<file path="src/rtl/counter_wrap_monitor.sv">
// counter_wrap_monitor: checks a 4-bit counter/overflow stream, counts wraps, ticks epochs, latches faults (optional err_count via WRAP_MON_ERRCNT_EN)
module counter_wrap_monitor #(
  parameter int WRAP_W      = 16,
  parameter int EPOCH_WRAPS = 4,
  parameter int LOCK_LEN    = 2
) (
  input  logic              clk,
  input  logic              reset,
  input  logic              clear,
  input  logic [3:0]        cnt_in,
  input  logic              ovf_in,
  output logic [WRAP_W-1:0] wrap_count,
  output logic              epoch_tick,
  output logic              locked,
  output logic              seq_err,
  output logic              ovf_err,
  output logic [1:0]        state
`ifdef WRAP_MON_ERRCNT_EN
  ,
  output logic [7:0]        err_count
`endif
);
  typedef enum logic [1:0] {UNLOCKED = 2'd0, LOCKED = 2'd1, FAULT = 2'd2} state_t;
`ifdef WRAP_MON_ERRCNT_EN
  localparam state_t ERR_ST = UNLOCKED;
`else
  localparam state_t ERR_ST = FAULT;
`endif
  state_t     st, nxt;
  logic       prev_valid;
  logic [3:0] prev_cnt, inc, lock_cnt;
  logic [4:0] lock_nxt;
  logic [7:0] epoch_cnt;
  logic [8:0] epoch_nxt;
  logic       good_inc, exp_ovf, bad_seq, bad_ovf, wrap, lock_hit, epoch_hit;
  assign state = st;
  // Per-sample consistency checks and next-state decision
  always_comb begin
    inc       = prev_cnt + 4'd1;
    good_inc  = prev_valid && (cnt_in == inc);
    exp_ovf   = prev_valid && (prev_cnt == 4'hf) && (cnt_in == 4'h0);
    bad_seq   = (st == LOCKED) && !good_inc;
    bad_ovf   = (st == LOCKED) && (ovf_in != exp_ovf);
    wrap      = (st == LOCKED) && !bad_seq && !bad_ovf && ovf_in;
    lock_nxt  = {1'b0, lock_cnt} + 5'd1;
    lock_hit  = (st == UNLOCKED) && good_inc && (lock_nxt == 5'(LOCK_LEN));
    epoch_nxt = {1'b0, epoch_cnt} + 9'd1;
    epoch_hit = wrap && (epoch_nxt == 9'(EPOCH_WRAPS));
    nxt = (st == UNLOCKED) ? (lock_hit ? LOCKED : UNLOCKED)
        : (st == LOCKED)   ? ((bad_seq || bad_ovf) ? ERR_ST : LOCKED)
        : st;
  end
  // Registered state, counters and sticky flags; clear outranks every event
  always_ff @(posedge clk or posedge reset) begin
    if (reset) begin
      st         <= UNLOCKED;
      locked     <= 1'b0;
      prev_valid <= 1'b0;
      prev_cnt   <= 4'd0;
      lock_cnt   <= 4'd0;
      epoch_cnt  <= 8'd0;
      wrap_count <= '0;
      epoch_tick <= 1'b0;
      seq_err    <= 1'b0;
      ovf_err    <= 1'b0;
`ifdef WRAP_MON_ERRCNT_EN
      err_count  <= 8'd0;
`endif
    end else if (clear) begin
      st         <= UNLOCKED;
      locked     <= 1'b0;
      prev_valid <= 1'b0;
      lock_cnt   <= 4'd0;
      epoch_cnt  <= 8'd0;
      wrap_count <= '0;
      epoch_tick <= 1'b0;
      seq_err    <= 1'b0;
      ovf_err    <= 1'b0;
`ifdef WRAP_MON_ERRCNT_EN
      err_count  <= 8'd0;
`endif
    end else begin
      st         <= nxt;
      locked     <= (nxt == LOCKED);
      prev_valid <= 1'b1;
      prev_cnt   <= cnt_in;
      lock_cnt   <= ((st == UNLOCKED) && good_inc && !lock_hit) ? lock_nxt[3:0] : 4'd0;
      epoch_cnt  <= epoch_hit ? 8'd0 : wrap ? epoch_nxt[7:0] : epoch_cnt;
      wrap_count <= wrap ? wrap_count + WRAP_W'(1) : wrap_count;
      epoch_tick <= epoch_hit;
      seq_err    <= seq_err | bad_seq;
      ovf_err    <= ovf_err | bad_ovf;
`ifdef WRAP_MON_ERRCNT_EN
      err_count  <= ((bad_seq || bad_ovf) && (err_count != 8'hff)) ? err_count + 8'd1 : err_count;
`endif
    end
  end
endmodule

</file>
<file path="config.mk">
export PLATFORM = sky130hd
export DESIGN_NAME = counter_wrap_monitor
export DESIGN_NICKNAME = d
export VERILOG_FILES = /design/src/rtl/counter_wrap_monitor.sv
export SDC_FILE = /design/constraint.sdc
export NUM_CORES = 1
export LEC_CHECK = 0
export CELL_PAD_IN_SITES_DETAIL_PLACEMENT = 2
export CELL_PAD_IN_SITES_GLOBAL_PLACEMENT = 2
export CORE_AREA = 2 2 82 91
export DETAILED_ROUTE_END_ITERATION = 10
export DIE_AREA = 0 0 84 93
export PLACE_DENSITY_LB_ADDON = 0.12
export REMOVE_ABC_BUFFERS = 1
export SETUP_SLACK_MARGIN = 0.2
export SLEW_MARGIN = 15
export SYNTH_ARGS = -nofsm -noshare
export SYNTH_HDL_FRONTEND = slang
export SYNTH_SLANG_ARGS = --single-unit
</file>
<file path="constraint.sdc">
create_clock -name clk -period 2.15 [get_ports clk]
set_input_delay 0.3225 -clock clk [delete_from_list [all_inputs] [get_ports clk]]
set_output_delay 0.3225 -clock clk [all_outputs]
set_load 0.01 [all_outputs]
</file>
# == Word-level counts from Yosys, hierarchy flattened ==
# Index checks and enable logic that the tools add are counted.
# word_totals
elab_cells,61
ff_bits,39
input_bits,8
output_inout_bits,22
# classes
eq_ne,7
muxes,17
n_reduce_logical,21
bitwise_logic,2
n_addsub,4
# op_table
op,count
16-bit two-way mux,2
8-bit two-way mux,3
16-bit by 1-bit adder with 16-bit output (second input constant),1
1-bit logical AND,12
8-bit by 1-bit adder with 9-bit output (second input constant),1
9-bit by 3-bit equality test with 1-bit output (second input constant),1
2-bit two-way mux,4
4-bit two-way mux,2
1-bit two-way mux,6
4-bit by 1-bit adder with 5-bit output (second input constant),1
5-bit by 2-bit equality test with 1-bit output (second input constant),1
4-bit by 1-bit adder with 4-bit output (second input constant),1
2-bit by 1-bit equality test with 1-bit output (second input constant),2
4-bit equality test,1
4-bit equality test (second input constant),1
1-bit logical NOT,4
4-bit logical NOT,1
3-bit nonzero test,1
2-bit logical NOT,1
1-bit bitwise OR,2
2-bit nonzero test,1
1-bit logical OR,1
1-bit != test,1

# == Longest topological paths before layout ==
# Gate-level depths: netlist of run 1.
# logic_depth
ltp_word,12
depth_mapped,9
mapped_depth_nobuf,6

# == Worst setup path before layout of run 1 ==
# No wires, ideal clock.
# synth_timing
path_type,register to register
start,register prev_cnt[0]
end,register wrap_count[15]
period_less_slack_ps,2351
required_time_ps,2025
stages_incl_launch_ff,9
setup_time_ps,125
setup_slack_ps,-201
t_arrival_ps,2226
cell_sequence,dfrtp_1 -> ha_1 -> xor3_1 -> nand4bb_1 -> clkbuf_2 -> or3_4 -> buf_6 -> nor4_1 -> mux2_2
# synth_between
elab_chain_cells,10
word_cells_on_any_way,16
# synth_rtl
element,line_no,rtl
from (decl),31,"logic [3:0] prev_cnt, inc, lock_cnt;"
from (signal assigned),86,prev_cnt <= cnt_in;
4-bit by 1-bit adder with 4-bit output,39,inc = prev_cnt + 4'd1;
4-bit equality test,40,good_inc = prev_valid && (cnt_in == inc);
1-bit logical AND,40,
1-bit logical NOT,42,bad_seq = (st == LOCKED) && !good_inc;
1-bit logical AND,42,
1-bit logical NOT,44,wrap = (st == LOCKED) && !bad_seq && !bad_ovf && ovf_in;
1-bit logical AND,44,
1-bit logical AND * (2 in a row),44,
2-bit nonzero test (no line) *,--,
to (signal assigned),89,wrap_count <= wrap ? wrap_count + WRAP_W'(1) : wrap_count;
to (decl),12,"output logic [WRAP_W-1:0] wrap_count,"
# Every way passes the cells marked *; elsewhere a longest branch is shown, timed or not.
# A chain may end at the register's enable or synchronous reset.

# == Worst setup path in the final report of run 1 ==
# layout_timing
start,register prev_cnt[1]
end,register epoch_cnt[3]
# layout_between
elab_chain_cells,12
word_cells_on_any_way,19
# layout_rtl
element,line_no,rtl
4-bit by 1-bit adder with 4-bit output,39,
4-bit equality test,40,
1-bit logical AND,40,
1-bit logical NOT,42,
1-bit logical AND,42,
1-bit logical NOT,44,
1-bit logical AND,44,
1-bit logical AND * (2 in a row),44,
1-bit logical AND,48,epoch_hit = wrap && (epoch_nxt == 9'(EPOCH_WRAPS));
8-bit two-way mux,88,epoch_cnt <= epoch_hit ? 8'd0 : wrap ? epoch_nxt[7:0] : epoch_cnt;
8-bit two-way mux,69,end else if (clear) begin
to (signal assigned),88,
to (decl),33,logic [7:0] epoch_cnt;
# Marks and branches as above.

==> run summary, run 1 <==
The flow ran to the end, but the final reports show violations. The final reports fail on setup timing. The number of inserted filler cells in the final layout came out at between 700 and 800.

The aggregate global routing overflow came out at 0. In this run, distinct cell masters in the synthesized netlist total 37. The largest delay contributor family on the critical path is simple AND/OR/NAND/NOR gates. The highest achievable clock rate came out at 0.425 GHz. The maximum fanout encountered on the critical timing path came out at 8. The hold buffer count at CTS is 0.

The area overhead of the layout relative to synthesis is 54.9%. The deepest level of the CTS H-tree came out at 2. The clock buffer count from CTS came out at 5. The number of DRC markers in iteration 0 is 24. For this design the ratio of total power to cell area is about 480 nW/um^2. The total half-perimeter wirelength after legalization and detailed placement came out at 4190 microns. The type of the most critical hold path is in2async. The initial antenna violation count came out at 0. The wire length per cell after detailed routing is between 15 and 20 microns.

Across the run, the number of max-cap violations was 0. STA classifies the critical path startpoint as a flop. The critical path crosses 8 cells after its start point.

The area fraction of the dominant cell type after synthesis is 47.0%. Per report_power, the sequential group accounts for roughly half of the total. The floorplan die area came out at between 7000 and 8000 sq um. The arrival time at the worst endpoint is 2.52 ns.

The depth of the worst register-to-register path came out at 8. The worst IR drop on VDD is around 0.00025 V. The final net count is 296.

The clock period minus worst slack came out at between 2 and 2.5 ns. The warning count from the yosys run is 0. The die outline height came out at 93 microns. TritonCTS built the clock tree. The switching part of the total power is between 20% and 30%. The clock network burns 34.3% of the power. The number of port buffers is 29. For this run, the leading register cell type out of synthesis is sky130_fd_sc_hd__dfrtp_1. The sort of element at the end of the critical path is a flop. 0 antenna diodes ended up in the layout. Including well taps, the total number of placed cells is 346. Entering global routing, the biggest net connects 40 pins. The number of rows in the core area is 32. For this block, the routed nets add up to 7200 microns of wire. The die span in x came out at 84 microns. The final number of hold-violating endpoints is 0.

The relative slew slack came out at between 60% and 70%. The net switching power came out at about 0.00042 W. Combinational logic burns 16.5% of the power.

The commonest cells after synthesis are sky130_fd_sc_hd__dfrtp_1 (39), sky130_fd_sc_hd__nor2_1 (21), sky130_fd_sc_hd__nand2_1 (16). Setup slack on the critical path of the routed design comes to -0.201 ns. The cell area after technology mapping came out at 2080 sq um. The signal on the critical path passes through ha_4 -> xor3_1 -> nand4bb_4 -> buf_6 -> or3_4 -> buf_4 -> o31ai_1 -> a21oi_2.

The global-route wire length before repair came out at 11700 microns. The area of the core came out at 6930 sq um. The via count normalized by instance count came out at ~5.4. The maximum clock path buffer count came out at 2. For this run, the total global-route usage over all layers was measured as 19.4%. Data on the critical path is required at its endpoint by roughly 2.3 ns.

The number of standard cells after synthesis is 210. The total internal power came out at 0.00111 W. The number of buffers and inverters on the critical path is 2. The proportion of synthesized chip area in sequential cells came out at 47.0%. The number of flops mapped to enable cells by yosys came out at 0. In the final layout, the share of cells above drive strength 1 is 35.3%. The setup slack after placement is -0.629 ns.

The CTS clock-pin slew for the worst setup and hold paths is 0.08 ns. The mean area per synthesized cell came out at 9.90 sq um. The final instance count without filler cells is 368. The via count of the first global-routing pass came out at between 2k and 2.5k. The final number of setup-violating endpoints came out at 24. Once detail routing completed, the nets flagged for antenna violations numbered 0. The largest individual stage delay along the critical path comes from the cell sky130_fd_sc_hd__dfrtp_1. The total number of vias is 1971. After synthesis the netlist holds a flip-flop and latch count of 39. sky130_fd_sc_hd__dfrtp_1 is the most common cell in the netlist. The cell type with the highest aggregate area in the netlist is sky130_fd_sc_hd__dfrtp_1. The post-route DRC violation count is 0. The number of sinks on the clock net came out at 39.

The clock network latency to the later pin of the worst-skew pair is 0.29 ns. Once the floorplan was initialized, standard cells occupied 30.0% of the core. The final count of pins violating max slew came to 0. The root buffer cell chosen for the clock tree is sky130_fd_sc_hd__clkbuf_8. At the pin with the least slew margin, the transition time is 0.544 ns. The stage delay of the slowest cell on the critical path is 0.43 ns. The final cycle utilization of the critical path came out at 109%.

Ranked by total cell area, the synthesized netlist is headed by sky130_fd_sc_hd__dfrtp_1 (47%), sky130_fd_sc_hd__mux2_2 (4.3%), sky130_fd_sc_hd__or4_1 (4.3%). Setup repair after global routing could not meet its margin everywhere. The final RePlAce weighted congestion is 0.703. For this design the top-level I/O count stands at 30. After synthesis, the share of flip-flops with an asynchronous set or reset is 100%. The iteration count of the initial detailed-routing pass came out at 4. The completed layout was analyzed and its total power is about 0.0015 W. The kind of critical path is reg2reg. The leakage power summed over all cells came out at 1.33 nW.

The clock tree skew after final layout is slightly below 0.009 ns.
## worst register-to-register path: cells and delay by family (launching register included)
family,cells,cell delay [ns]
compound gates,2,0.40
xor+xnor,1,0.26
fa+ha+maj,1,0.17
buf+inv,2,0.33
flops,1,0.43
simple gates,2,0.64
## cells by family after synthesis
logic type | after synthesis | synth area share, %
AND/OR/NAND/NOR | 92 | 24.5
multiplexers | 10 | 5.30
AO/OA/AOI/OAI | 34 | 10.5
flip-flops | 39 | 47.0
adder cells (fa/ha/maj) | 5 | 3.01
buffers and inverters | 17 | 3.49
XOR/XNOR | 13 | 6.20
## sequential cells by signal, summed over array words and instances, names as in the netlist
register / count
epoch_cnt: 8
epoch_tick: 1
lock_cnt: 4
locked: 1
ovf_err: 1
prev_cnt: 4
prev_valid: 1
seq_err: 1
state: 2
wrap_count: 16
## through the flow
step / TNS (ns) / hold WS [ns] / utilization (%) / instance area, sq um
floorplan: -1.94 / 0.386 / - / 2040
global placement: -11.97 / 0.484 / 38.4 / 2660
detailed placement: -13.46 / 0.494 / 38.4 / 2660
CTS: -1.31 / 0.507 / 44.2 / 3060
global route: -5.31 / 0.534 / 46.5 / 3220
finish: -2.87 / 0.475 / 46.5 / 3220
## area by class of cell
type	count	area, sq um	area share (%)
clock buffers	6	82.6	2.57
clock inverters	1	5.00	0.155
inverters	10	37.5	1.17
multi-input cells	156	1370	42.6
flip-flops and latches	39	976	30.3
well taps	85	106	3.30
repair buffers	71	639	19.9
## final timing paths
check                            startpoint  slack (ns)            end
worst max-delay path            prev_cnt[1]       -0.20   epoch_cnt[3]
worst min-delay path                  reset        0.48     epoch_tick
worst max register to register  prev_cnt[1]       -0.20   epoch_cnt[3]
worst min register to register      seq_err        0.51        seq_err
max in group asynchronous             reset        1.29  wrap_count[6]
min in group clk                    seq_err        0.51        seq_err
## routing by layer
metal	global-route usage, %	wire length, microns
met2	35.6	4020
met4	6.18	142
met5	0	0
met3	2.74	118
met1	23.3	2920
## repair_timing
| item | CTS | global route |
|---|---|---|
| gates cloned | 2 | 0 |
| resized for setup | 40 | 27 |
| pin swaps | 22 | 16 |
| setup buffers | 9 | 4 |
| setup endpoints to repair | 32 | 33 |
## cell usage in the layout (no fill, tap or decap), types with 3 or more instances in the layout
cell / netlist / layout
sky130_fd_sc_hd__or4_4: 0 / 4
sky130_fd_sc_hd__clkbuf_8: 0 / 6
sky130_fd_sc_hd__a21oi_1: 15 / 11
sky130_fd_sc_hd__buf_4: 0 / 34
sky130_fd_sc_hd__nor3_2: 0 / 3
sky130_fd_sc_hd__nand4_1: 4 / 4
sky130_fd_sc_hd__nand3_1: 11 / 11
sky130_fd_sc_hd__xnor2_1: 8 / 6
sky130_fd_sc_hd__ha_1: 5 / 4
sky130_fd_sc_hd__nor2b_1: 5 / 5
sky130_fd_sc_hd__mux2_2: 8 / 7
sky130_fd_sc_hd__buf_6: 1 / 8
sky130_fd_sc_hd__nor4_4: 0 / 4
sky130_fd_sc_hd__inv_1: 10 / 10
sky130_fd_sc_hd__nor2_1: 21 / 18
sky130_fd_sc_hd__a21oi_2: 0 / 4
sky130_fd_sc_hd__nand2_1: 16 / 15
sky130_fd_sc_hd__dfrtp_1: 39 / 39
sky130_fd_sc_hd__or4_1: 12 / 8
sky130_fd_sc_hd__o31ai_1: 11 / 6
sky130_fd_sc_hd__or3_4: 1 / 3
sky130_fd_sc_hd__clkdlybuf4s50_1: 0 / 26
sky130_fd_sc_hd__nor2_2: 0 / 3
sky130_fd_sc_hd__o31ai_2: 0 / 3
## power groups by stage
stage / clock network, W / registers (W) / logic, W
floorplan: 0 / 0.000764 / 0.0000696
global placement: 0 / 0.000764 / 0.000149
detailed placement: 0 / 0.000765 / 0.000151
CTS: 0.000548 / 0.000752 / 0.000235
global route: 0.000580 / 0.000755 / 0.000269
finish: 0.000526 / 0.000753 / 0.000253
Note: power is estimated with default switching activity, not from simulation.
==> run 2: changes to the inputs <==
--- a/config.mk
+++ b/config.mk
@@ -8,6 +8,7 @@
 export CELL_PAD_IN_SITES_DETAIL_PLACEMENT = 2
 export CELL_PAD_IN_SITES_GLOBAL_PLACEMENT = 2
 export CORE_AREA = 2 2 82 91
+export CTS_CLUSTER_SIZE = 10
 export DETAILED_ROUTE_END_ITERATION = 10
 export DIE_AREA = 0 0 84 93
 export PLACE_DENSITY_LB_ADDON = 0.12
==> results of run 2 <==
Same layout as run 1: the final DEF is identical, and so are final timing and power.
==> run 3: changes to the inputs <==
--- a/config.mk
+++ b/config.mk
@@ -11,6 +11,7 @@
 export CTS_CLUSTER_SIZE = 10
 export DETAILED_ROUTE_END_ITERATION = 10
 export DIE_AREA = 0 0 84 93
+export GPL_ROUTABILITY_DRIVEN = 1
 export PLACE_DENSITY_LB_ADDON = 0.12
 export REMOVE_ABC_BUFFERS = 1
 export SETUP_SLACK_MARGIN = 0.2
==> constraint.sdc (replaced) <==
create_clock -name clk -period 2.15 [get_ports clk]
set_input_delay 0.43 -clock clk [delete_from_list [all_inputs] [get_ports clk]]
set_output_delay 0.43 -clock clk [all_outputs]
set_load 0.01 [all_outputs]
==> run 3 against run 2 <==
The run still ends with setup timing left. Setup slack worse by 0.011 ns. Count of clock-buffer cells in the layout unchanged. Clock power is 16% higher. Combinational power down 8.7%. Cell area decreased by 3.2%. Die area did not move. Hold slack improved by 0.027 ns. Fmax fell by 0.47%. Critical endpoint is now wrap_count[15]. Highest routed layer unchanged.
==> run summary, run 3 (same netlist as run 1, synthesis figures left out) <==
The storage element area is 976 sq um (unchanged). The final instance count without filler cells was 363 (-1.4%). The via count of the first global-routing pass came to 2229 (-1.3%). The clock buffer count from CTS came out at 5 (unchanged). CTS placed an instance of sky130_fd_sc_hd__clkbuf_8 at the clock tree root. The most common cell after layout, fill and taps aside is sky130_fd_sc_hd__dfrtp_1.

The startpoint kind of the worst setup timing path is a flop. The run finished, with violations left. The final net count came to 291 (-1.7%). The total number of vias is 1946 (-1.3%). The library cells used most frequently in the layout, excluding fill and tap cells, are sky130_fd_sc_hd__dfrtp_1 (39), sky130_fd_sc_hd__buf_4 (30), sky130_fd_sc_hd__clkdlybuf4s50_1 (26). The highest achievable clock rate came out at 0.423 GHz (-0.47%). The power per cell area is 511 nW/um^2 (+7.5%). The maximum clock path buffer count is 2 (unchanged).

The required time at the worst-slack endpoint is 2.33 ns (about the same). The register ranked first by flip-flop count is wrap_count. The post-route DRC violation count is 0 (unchanged). The clock tree skew after final layout came out at 0.00546 ns (-0.00331 ns).

The clock period minus worst slack is 2.36 ns (+0.0111 ns). The tightest min-delay check is of the reg2reg type. The slew at the pin closest to its max-slew limit is 0.544 ns (-0.0000285 ns).

The number of rows in the core area came out at 32 (unchanged). The final RePlAce weighted congestion is 0.732 (+4.2%). The total of max-cap violations came out at 0 (unchanged). The maximum fanout encountered on the critical timing path came to 6 (-2).

The antenna violation net count after detailed routing is 0 (unchanged). The die outline height was 93 microns (unchanged). Setup repair after global routing could not meet its margin everywhere.

The overall power came out at 0.00159 W (+4.1%). The area of the core came out at 6930 sq um (unchanged). The aggregate global routing overflow is 0 (unchanged). The number of top-level pins came to 30 (unchanged). The total half-perimeter wirelength after legalization and detailed placement is 4110 microns (-1.9%). The number of cells after detailed placement came to 344 (-0.58%).

The final reports fail on setup timing. The final antenna diode count came out at 0 (unchanged). The share of cells above drive strength 1 is 30.9% (-4.4 points). The total area of multi-input combinational cells came out at 1300 sq um (-5.0%). The initial antenna violation count is 0 (unchanged). The area overhead of the layout relative to synthesis came out at 50.0%. The number of flip-flops under the largest register name is 16 (unchanged). The CTS clock-pin slew for the worst setup and hold paths came out at 0.08 ns (about the same).

The final count of pins violating max slew came out at 0 (unchanged). The number of DRC markers in iteration 0 is 51 (+110%). The arrival time at the worst endpoint came out at 2.54 ns (+0.02 ns).

The largest registers in the layout are wrap_count: 16 flops, epoch_cnt: 8 flops. The number of sinks on the clock net came out at 39 (unchanged). The final worst-path setup slack is -0.212 ns (-0.0111 ns). The worst IR drop on VDD came to 0.000246 V (-3.0%). The pin count of the biggest net entering global routing came out at 40 (unchanged). The leakage power summed over all cells is 1.30 nW (-1.8%). By startpoint and endpoint, the worst setup path is classified as reg2reg. The number of port buffers came out at 29 (unchanged). The relative slew slack came out at 63.8% (about the same).

The clock network latency to the later pin of the worst-skew pair is 0.29 ns (about the same). The iteration count of the initial detailed-routing pass is 4 (unchanged). The global-route wire length before repair came out at 11400 microns (-2.7%).

The deepest level of the CTS H-tree is 2 (unchanged). The CTS tree is done. The final number of hold-violating endpoints came to 0 (unchanged). The via count normalized by instance count came out at 5.36 (about the same). The wire length per cell after detailed routing is 19.2 microns (-1.9%). The die span in x is 84 microns (unchanged). The total routing resource utilization after global routing came to 18.4% (-0.92 points).

The starting utilization of the core area is 30.0% (unchanged). The final number of setup-violating endpoints is 20 (-17%). The final cycle utilization of the critical path is 110% (+0.52 points). The number of inserted filler cells in the final layout is 727 (-1.4%). STA classifies the critical path endpoint as a flop. The total wire length after detailed routing came out at 6970 microns (-3.3%). The floorplan die area is 7810 sq um (unchanged).
run 3: metrics by stage:
stage          area [sq um]  util [%]  setup TNS, ns  setup slack (ns)  hold WS (ns)
5_1_grt                3120      45.0          -4.69            -0.294         0.521
6_report               3120      45.0          -2.33            -0.212         0.502
3_3_place_gp           2640      38.2         -16.26            -0.723         0.477
4_1_cts                2930      42.3          -5.34            -0.337         0.512
2_1_floorplan          2040         -          -2.40            -0.228         0.479
3_5_place_dp           2640      38.2         -18.98            -0.783         0.491
run 3: critical path, stage by stage (launching register included):
cell	delay [ns]
sky130_fd_sc_hd__dfrtp_1	0.38
sky130_fd_sc_hd__ha_2	0.19
sky130_fd_sc_hd__buf_4	0.10
sky130_fd_sc_hd__and4b_1	0.22
sky130_fd_sc_hd__nand4_1	0.13
sky130_fd_sc_hd__buf_6	0.17
sky130_fd_sc_hd__or3_4	0.42
sky130_fd_sc_hd__buf_4	0.17
sky130_fd_sc_hd__nor4_4	0.15
sky130_fd_sc_hd__mux2_4	0.32
run 3: cell type report:
cell class                 instances  share of cell area, %
sequential                        39                   31.3
inverter                          10                   1.20
clock buffer                       6                   2.33
tap                               85                   3.41
timing repair buffer              65                   18.9
multi-input combinational        157                   41.8
clock inverter                     1                  0.963
run 3: routing by layer:
layer | global-route usage, % | vias up | part of all wire (%) | wire (microns)
li1 | - | 905 | - | -
met2 | 34.5 | 32 | 53 | 3680
met3 | 2.91 | 11 | 1.9 | 129
met5 | 0 | - | 0 | 0
met1 | 22.3 | 998 | 44 | 3050
met4 | 4.03 | 0 | 1.6 | 114
run 3: path summary, 6_finish.rpt:
check / cells past startpoint / startpoint / endpoint / slack (ns)
worst max-delay path: 9 / prev_cnt[0] / wrap_count[15] / -0.21
worst min register to register: 2 / seq_err / seq_err / 0.50
worst min-delay path: 2 / seq_err / seq_err / 0.50
min in group asynchronous: 3 / reset / epoch_cnt[2] / 0.58
max in group asynchronous: 3 / reset / wrap_count[0] / 1.20
worst max register to register: 9 / prev_cnt[0] / wrap_count[15] / -0.21
run 3: what timing repair did:
action / in CTS / in global routing
resized for setup: 26 / 28
pin swaps: 23 / 10
hold buffers: 0 / 0
setup buffers: 3 / 6
gates cloned: 3 / 0
setup endpoints to repair: 33 / 32
run 3: power breakdown:
group	total [W]	internal [W]	switching (W)
Sequential	0.000750	0.000742	0.00000832
Clock	0.000612	0.000341	0.000272
Combinational	0.000231	0.000104	0.000127
Total	0.00159	0.00119	0.000407
